`src/rtl/seven_segment_scanner.sv`:
```
// Multiplexed seven-segment scanner with PWM slots per digit, frame-synchronous
// double-buffered value/dp, blinking, leading-zero blanking and selectable polarity.
module seven_segment_scanner #(
   parameter int DIGITS           = 8,
   parameter int PWM_BITS         = 3,
   parameter int BLINK_BITS       = 6,
   parameter int ANODE_ACTIVE_LOW = 1,
   parameter int SEG_ACTIVE_LOW   = 1
) (
   input  logic                  slow_clk,
   input  logic                  reset,
   input  logic [4*DIGITS-1:0]   value,
   input  logic [DIGITS-1:0]     dp_mask,
   input  logic [DIGITS-1:0]     en_mask,
   input  logic [DIGITS-1:0]     blink_mask,
   input  logic                  blank_lz,
   input  logic [PWM_BITS-1:0]   brightness,
   input  logic                  update,
   output logic [DIGITS-1:0]     anodes,
   output logic [7:0]            segments,
   output logic                  frame_done
);

   localparam int                DW         = (DIGITS > 1) ? $clog2(DIGITS) : 1;
   localparam logic [DW-1:0]     LAST_DIGIT = DW'(DIGITS - 1);
   localparam logic [PWM_BITS-1:0] SLOT_MAX = '1;
   localparam logic [DIGITS-1:0] AN_OFF     = {DIGITS{ANODE_ACTIVE_LOW != 0}};
   localparam logic [7:0]        SEG_OFF    = {8{SEG_ACTIVE_LOW != 0}};

   logic [PWM_BITS-1:0]   r_slot;
   logic [DW-1:0]         r_digit;
   logic [BLINK_BITS-1:0] r_blink;
   logic [4*DIGITS-1:0]   r_pend_val;
   logic [DIGITS-1:0]     r_pend_dp;
   logic                  r_pend_flag;
   logic [4*DIGITS-1:0]   r_shadow_val;
   logic [DIGITS-1:0]     r_shadow_dp;
   logic [DIGITS-1:0]     r_anodes;
   logic [7:0]            r_segments;
   logic                  r_frame_done;

   logic                  w_wrap;
   logic                  w_lit;
   logic [3:0]            w_nibble;
   logic [6:0]            w_code;
   logic [DIGITS-1:0]     w_lz;
   logic                  w_zero_run;
   logic [DIGITS-1:0]     w_onehot;
   logic [7:0]            w_seg_on;

   assign w_wrap   = (r_digit == LAST_DIGIT) && (r_slot == SLOT_MAX);
   assign w_nibble = r_shadow_val[{r_digit, 2'b00} +: 4];
   assign w_onehot = {{(DIGITS-1){1'b0}}, 1'b1} << r_digit;

   // Slot 0 of every digit stays dark so the previous digit's charge can drain.
   assign w_lit = en_mask[r_digit]
                  && (r_slot != '0)
                  && (r_slot <= brightness)
                  && !(blink_mask[r_digit] && r_blink[BLINK_BITS-1]);

   always_comb begin
      case (w_nibble)
         4'h0: w_code = 7'h3F;
         4'h1: w_code = 7'h06;
         4'h2: w_code = 7'h5B;
         4'h3: w_code = 7'h4F;
         4'h4: w_code = 7'h66;
         4'h5: w_code = 7'h6D;
         4'h6: w_code = 7'h7D;
         4'h7: w_code = 7'h07;
         4'h8: w_code = 7'h7F;
         4'h9: w_code = 7'h6F;
         4'hA: w_code = 7'h77;
         4'hB: w_code = 7'h7C;
         4'hC: w_code = 7'h39;
         4'hD: w_code = 7'h5E;
         4'hE: w_code = 7'h79;
         default: w_code = 7'h71;
      endcase
   end

   // Walk down from the top digit; a digit is blanked while every nibble so far is zero.
   always_comb begin
      w_lz       = '0;
      w_zero_run = 1'b1;
      for (int i = DIGITS - 1; i >= 1; i--) begin
         w_zero_run = w_zero_run && (r_shadow_val[4*i +: 4] == 4'h0);
         w_lz[i]    = blank_lz && w_zero_run;
      end
   end

   assign w_seg_on = {r_shadow_dp[r_digit], w_lz[r_digit] ? 7'h00 : w_code};

   always_ff @(posedge slow_clk) begin
      if (reset) begin
         r_slot       <= '0;
         r_digit      <= '0;
         r_blink      <= '0;
         r_pend_val   <= '0;
         r_pend_dp    <= '0;
         r_pend_flag  <= 1'b0;
         r_shadow_val <= '0;
         r_shadow_dp  <= '0;
         r_anodes     <= AN_OFF;
         r_segments   <= SEG_OFF;
         r_frame_done <= 1'b0;
      end else begin
         r_slot <= r_slot + 1'b1;
         if (r_slot == SLOT_MAX)
            r_digit <= (r_digit == LAST_DIGIT) ? '0 : r_digit + 1'b1;
         if (w_wrap)
            r_blink <= r_blink + 1'b1;

         if (update) begin
            r_pend_val <= value;
            r_pend_dp  <= dp_mask;
         end
         // An update landing on the wrap cycle bypasses pending straight into shadow.
         if (w_wrap) begin
            r_pend_flag <= 1'b0;
            if (update) begin
               r_shadow_val <= value;
               r_shadow_dp  <= dp_mask;
            end else if (r_pend_flag) begin
               r_shadow_val <= r_pend_val;
               r_shadow_dp  <= r_pend_dp;
            end
         end else if (update) begin
            r_pend_flag <= 1'b1;
         end

         r_anodes     <= (w_lit ? w_onehot : '0) ^ AN_OFF;
         r_segments   <= (w_lit ? w_seg_on : 8'h00) ^ SEG_OFF;
         r_frame_done <= w_wrap;
      end
   end

   assign anodes     = r_anodes;
   assign segments   = r_segments;
   assign frame_done = r_frame_done;

endmodule

```
`config.mk`:
```
export PLATFORM = sky130hd
export DESIGN_NAME = seven_segment_scanner
export DESIGN_NICKNAME = d
export VERILOG_FILES = /design/src/rtl/seven_segment_scanner.sv
export SDC_FILE = /design/constraint.sdc
export NUM_CORES = 1
export LEC_CHECK = 0
export BUFFER_PORTS_ARGS = -buffer_cell sky130_fd_sc_hd__buf_2
export CORE_UTILIZATION = 29
export CTS_BUF_LIST = sky130_fd_sc_hd__clkbuf_8
export DETAILED_ROUTE_END_ITERATION = 12
export GPL_TIMING_DRIVEN = 0
export PLACE_DENSITY = 0.46
export SLEW_MARGIN = 20
export SYNTH_ARGS = -nofsm -noshare
export SYNTH_HDL_FRONTEND = slang
export SYNTH_SLANG_ARGS = --single-unit
```
`constraint.sdc`:
```
create_clock -name slow_clk -period 2.4 [get_ports slow_clk]
set_clock_uncertainty 0.15 [all_clocks]
set_input_delay 0.6 -clock slow_clk [delete_from_list [all_inputs] [get_ports slow_clk]]
set_output_delay 0.6 -clock slow_clk [all_outputs]
set_load 0.03 [all_outputs]
```
==> results.txt, run 1 <==
The number of ports placed on the die boundary came out at 80. STA classifies the critical path startpoint as a flip-flop. The most critical setup path has its startpoint at r_digit[1]. For this design, the slowest cell found on the critical path is sky130_fd_sc_hd__dfxtp_2. At the end of the flow the core is filled with cells to 0.363. After clock tree synthesis, the flow added hold-fix buffers numbering 0. The highest ir drop seen on vdd is 291 uV. The effective utilization at floorplan is 0.296.

The instance count along the most critical hold path is 1. The data arrival at the endpoint of the critical path is 2.43 ns. The final hold slack is between 0.3 and 0.4 ns. The initial DRC count is between 100 and 150. Using the TritonRoute via totals, the vias-per-cell ratio works out to 4.61.

The share of synthesized area in the top cell type comes to 0.472. The sink of the worst hold path is r_slot[0]. The tightest min-delay check is of the reg2reg type. The commonest cells after synthesis are 110 x sky130_fd_sc_hd__dfxtp_1, 93 x sky130_fd_sc_hd__nor2_1, 49 x sky130_fd_sc_hd__mux2i_1, 40 x sky130_fd_sc_hd__a211oi_1, 20 x sky130_fd_sc_hd__nand2_1. The initial antenna violation count came out at 0. In this run the critical register-to-register path is launched from r_digit[1].

The width of the die came out at between 100 and 150 microns. The CTS tree is yes. The synthesized instance count came out at 463. The first-pass detailed-route iteration total came out at 4. The ratio of total power to cell area came out at 578 nW/um^2. The fraction of final layout cells with drive strength greater than 1 is 0.263. The mean instance size in the synthesized netlist came out at 10.1 sq um. The placeable core region is 15,800 sq um.

Summed over all instances, the cell type with the most area after synthesis is sky130_fd_sc_hd__dfxtp_1. The max-cap violation count is 0. The clock period minus worst slack came out at between 2 and 2.5 ns. In the synthesized netlist the dominant register cell turns out to be sky130_fd_sc_hd__dfxtp_1. The final number of hold-violating endpoints came out at 0. The overall routing resource usage is 0.150. The endpoint required time on the critical path came out at 2.48 ns. The final layout net count is 639.

The highest fanout seen on the critical path came out at 10. By area the synthesized netlist is led by sky130_fd_sc_hd__dfxtp_1 47%, sky130_fd_sc_hd__mux2i_1 11%, sky130_fd_sc_hd__nor2_1 7.5%, sky130_fd_sc_hd__a211oi_1 6.4%, sky130_fd_sc_hd__mux4_2 5.3%. Based on the critical path, the design can be clocked at up to around 0.43 GHz. The first global-routing pass estimated 18,700 microns of wire. The cell area reported after detailed placement is 5340 sq um. The layout-stage area growth over the synthesis result came out at 22.7%. The flow ran to the end, and the final reports show no timing, DRC or antenna violations. The number of flip-flops and latches in the synthesized netlist came out at 110. The count of unique library cells instantiated by Yosys is 47. The worst-case headroom to the max-slew limit is 0.516.

The total congestion overflow after global routing is 0. In the final routed layout, each cell accounts on average for ~15 microns. In the routed design, unresolved DRC markers number 0. The startpoint identified for the worst hold timing path is r_slot[0]. The overall die area came out at 16,600 sq um. For the pin with the worst max-slew slack, the measured transition is between 0.7 and 0.8 ns.

The row count is between 40 and 50. The latest clock arrival within the worst-skew pair is a little under 0.4 ns. The sink count of the clock tree came out at 110.

The analysis attributes to cell leakage a power of between 2 and 2.5 nW. The clock slew at the register clock pins of the worst setup and hold paths came out at ~0.11 ns. The worst setup path is captured at a flip-flop.

Summed over all layers, the routed wires come to 11,700 microns. The buffer levels on the longest clock path is 2. The synthesized cell area is 4670 sq um. The share of async-settable or async-resettable flops after synthesis is 0. The largest net degree at the start of global routing is 18. The sequential element share of the synthesized area is 0.472. The number of buffers added by the clock tree synthesis step is 9.

The antenna violation net count after detailed routing came out at 0. The count of buffers from port buffering came out at 77. The number of global-route vias before repair was 3,572.

The worst register-to-register path ends at segments[3]. The fraction of the cycle the final worst path needs came out at 0.979. Synthesis produced a netlist with a net count of between 500 and 600.

The number of fill cells came out at ~1,700. The most used standard cell by instance count after synthesis is sky130_fd_sc_hd__dfxtp_1. The number of cells on the worst reg-to-reg path is 9.

The total non-filler cell area in the finished layout came out at 5730 sq um. The routed via count is 3,587. The critical path in this run is classified as reg2reg. In this run the vertical extent of the chip is 129 microns. Detailed placement finished with a half-perimeter wire length of approximately 9000 microns.

The overall power after layout came out at roughly 3.3 mW. Traced cell by cell, the critical path runs through buf_6, buf_12, mux2i_4, a221oi_2, o21ai_2, ha_2, mux2_1, nand2_1, o2111ai_2. The clock tree synthesis step divided the H-tree into 3 levels.

The Yosys step of the flow raised 0 warnings. Setup repair after global routing could not meet its margin everywhere. The number of antenna repair diodes came out at 0.

The root buffer selected by CTS is sky130_fd_sc_hd__clkbuf_8. The max-slew violation total from the final report is 0. Setup violations remaining at the end of the flow were counted as 0. The number of flops mapped to enable cells by yosys came out at 0.

The setup check on the worst reg-to-reg path leaves a slack of 0.05 ns. The stage delay of the slowest cell on the critical path is 0.34 ns. The congestion estimate from routability-driven global placement came to 0.820.
[placed cells by master (no fill, tap or decap), types with 4 or more instances in the layout]
master | synthesis | routed
sky130_fd_sc_hd__buf_2 | 3 | 77
sky130_fd_sc_hd__a21oi_1 | 7 | 7
sky130_fd_sc_hd__clkbuf_1 | 16 | 11
sky130_fd_sc_hd__mux2i_4 | 2 | 4
sky130_fd_sc_hd__nand2_1 | 20 | 20
sky130_fd_sc_hd__ha_1 | 19 | 15
sky130_fd_sc_hd__a211oi_1 | 40 | 40
sky130_fd_sc_hd__mux2i_1 | 49 | 46
sky130_fd_sc_hd__nor2b_1 | 7 | 7
sky130_fd_sc_hd__buf_1 | 9 | 9
sky130_fd_sc_hd__nor2_1 | 93 | 92
sky130_fd_sc_hd__inv_2 | 2 | 4
sky130_fd_sc_hd__clkbuf_2 | 0 | 5
sky130_fd_sc_hd__buf_6 | 3 | 5
sky130_fd_sc_hd__mux4_2 | 11 | 11
sky130_fd_sc_hd__buf_4 | 1 | 6
sky130_fd_sc_hd__clkbuf_8 | 0 | 10
sky130_fd_sc_hd__nand3_1 | 11 | 11
sky130_fd_sc_hd__o21ai_0 | 4 | 4
sky130_fd_sc_hd__nor4_1 | 7 | 7
sky130_fd_sc_hd__nor3_1 | 4 | 4
sky130_fd_sc_hd__dfxtp_1 | 110 | 108
sky130_fd_sc_hd__inv_1 | 9 | 8
sky130_fd_sc_hd__xor2_1 | 4 | 4
[cell families (layout without fill, tap and decap cells)]
logic type,after synthesis,count (layout),synth area share
fa+ha+maj,19,19,0.0509
xor+xnor,5,5,0.00938
buf+inv,44,143,0.0418
flops,110,110,0.472
mux,64,64,0.173
simple gates,155,155,0.149
compound gates,66,66,0.105
[per-layer routing]
metal  GRT usage  vias to the layer above  wire (microns)
met3      0.0324                       17             542
met1       0.197                     1675            5740
met4      0.0671                        0             221
met2       0.238                       76            5220
met5           0                        -               0
li1            -                     1819               -
[repair_timing]
item / in CTS / in global routing
endpoints found under the setup margin: 47 / 54
setup buffers: 5 / 1
hold endpoints to repair: 0 / 0
resized for setup: 15 / 28
pin swaps: 0 / 4
[sequential cells by signal, summed over array words and instances (netlist names), 6 cells and up]
signal,count
r_pend_val,32
r_blink,6
r_shadow_dp,8
segments,8
r_pend_dp,8
anodes,8
r_shadow_val,32
[stage by stage]
step / setup TNS, ns / instances / setup WS [ns]
after global routing: -0.112 / 778 / -0.0431
after floorplan: 0 / 463 / 0.0107
after CTS: 0 / 777 / 0.0334
after global placement: -7.76 / 756 / -0.388
final: 0 / 778 / 0.0501
after detailed placement: -8.68 / 756 / -0.436
[power breakdown]
| part | switching (mW) | total (mW) | internal (mW) | leakage, nW |
|---|---|---|---|---|
| logic | 0.171 | 0.289 | 0.119 | 1.25 |
| clock network | 0.621 | 1.13 | 0.508 | 0.104 |
| registers | 0.0167 | 1.89 | 1.88 | 0.898 |
| total | 0.808 | 3.31 | 2.50 | 2.26 |
[critical path, delay by kind of cell, from the launching register on]
| family | cells | cell delay (ns) |
|---|---|---|
| compound gates | 3 | 0.59 |
| fa+ha+maj | 1 | 0.23 |
| buf+inv | 2 | 0.29 |
| flops | 1 | 0.34 |
| mux | 2 | 0.49 |
| simple gates | 1 | 0.08 |
[area by class of cell]
cell class | instances | area (sq um) | share of cell area
timing repair buffer | 83 | 434 | 0.0758
clock buffer | 10 | 138 | 0.0240
multi-input combinational | 309 | 2380 | 0.416
clock inverter | 6 | 60.1 | 0.0105
tap | 216 | 270 | 0.0472
buffer | 32 | 193 | 0.0336
sequential | 110 | 2210 | 0.385
inverter | 12 | 45.0 | 0.00787
[worst max path at each step]
stage | slack (ns) | cells after the start | to
floorplan | 0.01 | 9 | segments[3]
global placement | -0.39 | 9 | segments[3]
detailed placement | -0.44 | 9 | segments[3]
CTS | 0.03 | 10 | segments[3]
global route | -0.04 | 9 | segments[3]
finish | 0.05 | 9 | segments[3]
Note: power is estimated with default switching activity, not from simulation.
==> inputs of run 2 (changes only) <==
Settings changed: SETUP_SLACK_MARGIN set to 0.1.
==> run 2 against run 1 <==
  * Combinational power is essentially flat
  * Worst setup slack better by 0.065 ns
  * Hold slack worse by 0.0065 ns
  * Non-clock buffer count up 9
  * Via count rose by 0.72%
  * Clock power down 5%
  * Register-to-register slack better by 0.07 ns
  * Core utilization grew 0.25 points
  * Critical endpoint unchanged
  * Largest power group unchanged
==> results.txt, run 2 (same netlist as run 1, synthesis figures left out) <==
The overall die area came out at between 15,000 and 20,000 sq um. Entering global routing, the biggest net connects 17 pins. The min-delay analysis places its worst path in the category reg2reg.

The buffer levels on the longest clock path is 2. The total congestion overflow after global routing is 0. The number of buffers added by the clock tree synthesis step is 9. The worst setup path is launched from a flip-flop.

The max-cap violation count came out at 0. Clock tree synthesis found a total of 110 sinks. The largest registers in the layout are r_pend_val x32, r_shadow_val x32. Across the whole layout, storage elements account for 2210 sq um. The latest clock arrival within the worst-skew pair is 0.38 ns. The stage delay of the slowest cell on the critical path is about 0.39 ns. The number of ports placed on the die boundary came out at 80. The initial utilization of the core area, before any placement, comes to 0.296. After detailed routing, the total wire length is 11,600 microns.

The library cell used most frequently in the layout, excluding fill and tap cells, is sky130_fd_sc_hd__dfxtp_1. In this run the clock root is driven by a sky130_fd_sc_hd__clkbuf_8. The kind of cell with the highest combined delay along the critical path is simple AND/OR/NAND/NOR gates.

The wire length of the first global-routing pass is 18,700 microns. TritonCTS built the clock tree. In this run the vertical extent of the chip is 129 microns. The number of global-route vias before repair came out at between 3,000 and 4,000. The layer flagged by global routing as most heavily used is met2. The worst setup path is of the reg2reg kind. The row count is 46.

The layout-stage area growth over the synthesis result is 23.6%. In this run the remaining antenna-violating nets after routing total 0. The per-cell routed wire length is 14.7 microns.

The final count of negative-setup-slack endpoints is 0. The detailed placement HPWL came out at about 8800 microns. Setup repair after global routing could not meet its margin everywhere. The endpoint required time on the critical path is between 2 and 2.5 ns. The overall power after layout is 3.25 mW.

Along the worst path, the maximum fanout reaches 7. The initial DRC count came out at 150. After clock tree synthesis, the clock-pin slew on the worst setup and hold paths is roughly 0.10 ns.

The slew at the pin closest to its max-slew limit is 0.764 ns. The count of buffers from port buffering is 77. Among all stages on the critical path, the largest delay is contributed by sky130_fd_sc_hd__dfxtp_1.

The met1 track demand over resource is 0.198. The final weighted congestion in routability-driven placement came out at just over 0.8. The clock period minus worst slack came out at ~2.3 ns. Tracing the worst setup path back leads to its startpoint at r_digit[0].

The layout has 1,635 filler cells. The met2 track utilization from global routing came out at 0.235. The area of the multi-input gates is roughly 2400 sq um. Traced cell by cell, the critical path runs through buf_6, nor2b_1, a221oi_2, o21ai_2, inv_2, ha_2, mux2_1, nand2_1, o2111ai_1. The pre-CTS setup slack is -0.336 ns. The via count normalized by instance count came out at 4.59.

For this block, the via count after detailed routing is 3,613. In this run the critical register-to-register path is launched from r_digit[0]. The run finished with clean final reports. The worst-case headroom to the max-slew limit is 0.491. The achievable clock frequency came out at 0.438 GHz. From left edge to right edge, the die measures 129 microns. STA classifies the critical path endpoint as a flip-flop. In the layout the commonest cells are 108 x sky130_fd_sc_hd__dfxtp_1, 92 x sky130_fd_sc_hd__nor2_1, 79 x sky130_fd_sc_hd__buf_2. Of the cells placed in the final design, the portion with a size suffix greater than 1 is 0.271. The final layout net count came out at between 600 and 700.

The highest ir drop seen on vdd came out at around 250 uV. The startpoint identified for the worst hold timing path is r_slot[0]. The met3 demand-to-capacity share in global routing is 0.0457. The data arrival at the endpoint of the critical path came out at 2.34 ns. The number of remaining DRC errors came out at 0. The number of antenna repair diodes came out at 0. After detailed placement, the design holds a cell count of 756. The fraction of the cycle the final worst path needs came out at 0.952. The overall routing resource usage is 0.150.

The final critical-path setup slack is ~0.12 ns. The max-slew violation total from the final report came out at 0. The H-tree depth is 3.

The final number of hold-violating endpoints was 0. The total leakage power came out at 2.31 nW. The first-pass detailed-route iteration total came out at 4.

The post-route non-filler standard cell count came out at ~790. The initial antenna violation count was 0. The ratio of total power to cell area came out at 563 nW/um^2. The critical path buffer and inverter count came out at 2.

The placeable core region came out at between 15,000 and 20,000 sq um.
[run 2: final timing paths]
check	endpoint	slack (ns)	depth (start not counted)
min	r_slot[0]	0.30	1
min reg2reg	r_slot[0]	0.30	1
max	segments[3]	0.12	9
max reg2reg	segments[3]	0.12	9
[run 2: metal layers]
| layer | wire length, microns | part of all wire | up-vias |
|---|---|---|---|
| li1 | - | - | 1840 |
| met1 | 5710 | 0.49 | 1662 |
| met2 | 5110 | 0.44 | 101 |
| met3 | 603 | 0.052 | 10 |
| met4 | 140 | 0.012 | 0 |
| met5 | 0 | 0 | - |
[run 2: through the flow]
step	utilization	TNS (ns)	hold WS (ns)	instance area, sq um
after floorplan	-	0	0.267	4690
after global placement	0.339	-7.59	0.282	5350
after detailed placement	0.339	-10.15	0.286	5350
after CTS	0.357	0	0.310	5630
after global routing	0.366	-0.00909	0.318	5770
final	0.366	0	0.303	5770
[run 2: layout make-up]
class / count / area share
clock inverter: 4 / 0.00369
sequential: 110 / 0.383
multi-input combinational: 309 / 0.408
tap: 216 / 0.0469
clock buffer: 12 / 0.0286
buffer: 32 / 0.0349
timing repair buffer: 92 / 0.0870
inverter: 12 / 0.00781
[run 2: power by group]
| part | leakage [nW] | switching [mW] | internal (mW) |
|---|---|---|---|
| sequential | 0.898 | 0.0156 | 1.88 |
| clock | 0.0996 | 0.610 | 0.456 |
| combinational | 1.31 | 0.170 | 0.119 |
| total | 2.31 | 0.796 | 2.45 |
[run 2: timing repair]
item | in CTS | in global routing
resized for setup | 19 | 19
pin swaps | 1 | 9
setup buffers | 4 | 11
endpoints found under the setup margin | 47 | 56
gates cloned | 0 | 0
hold buffers | 0 | 0
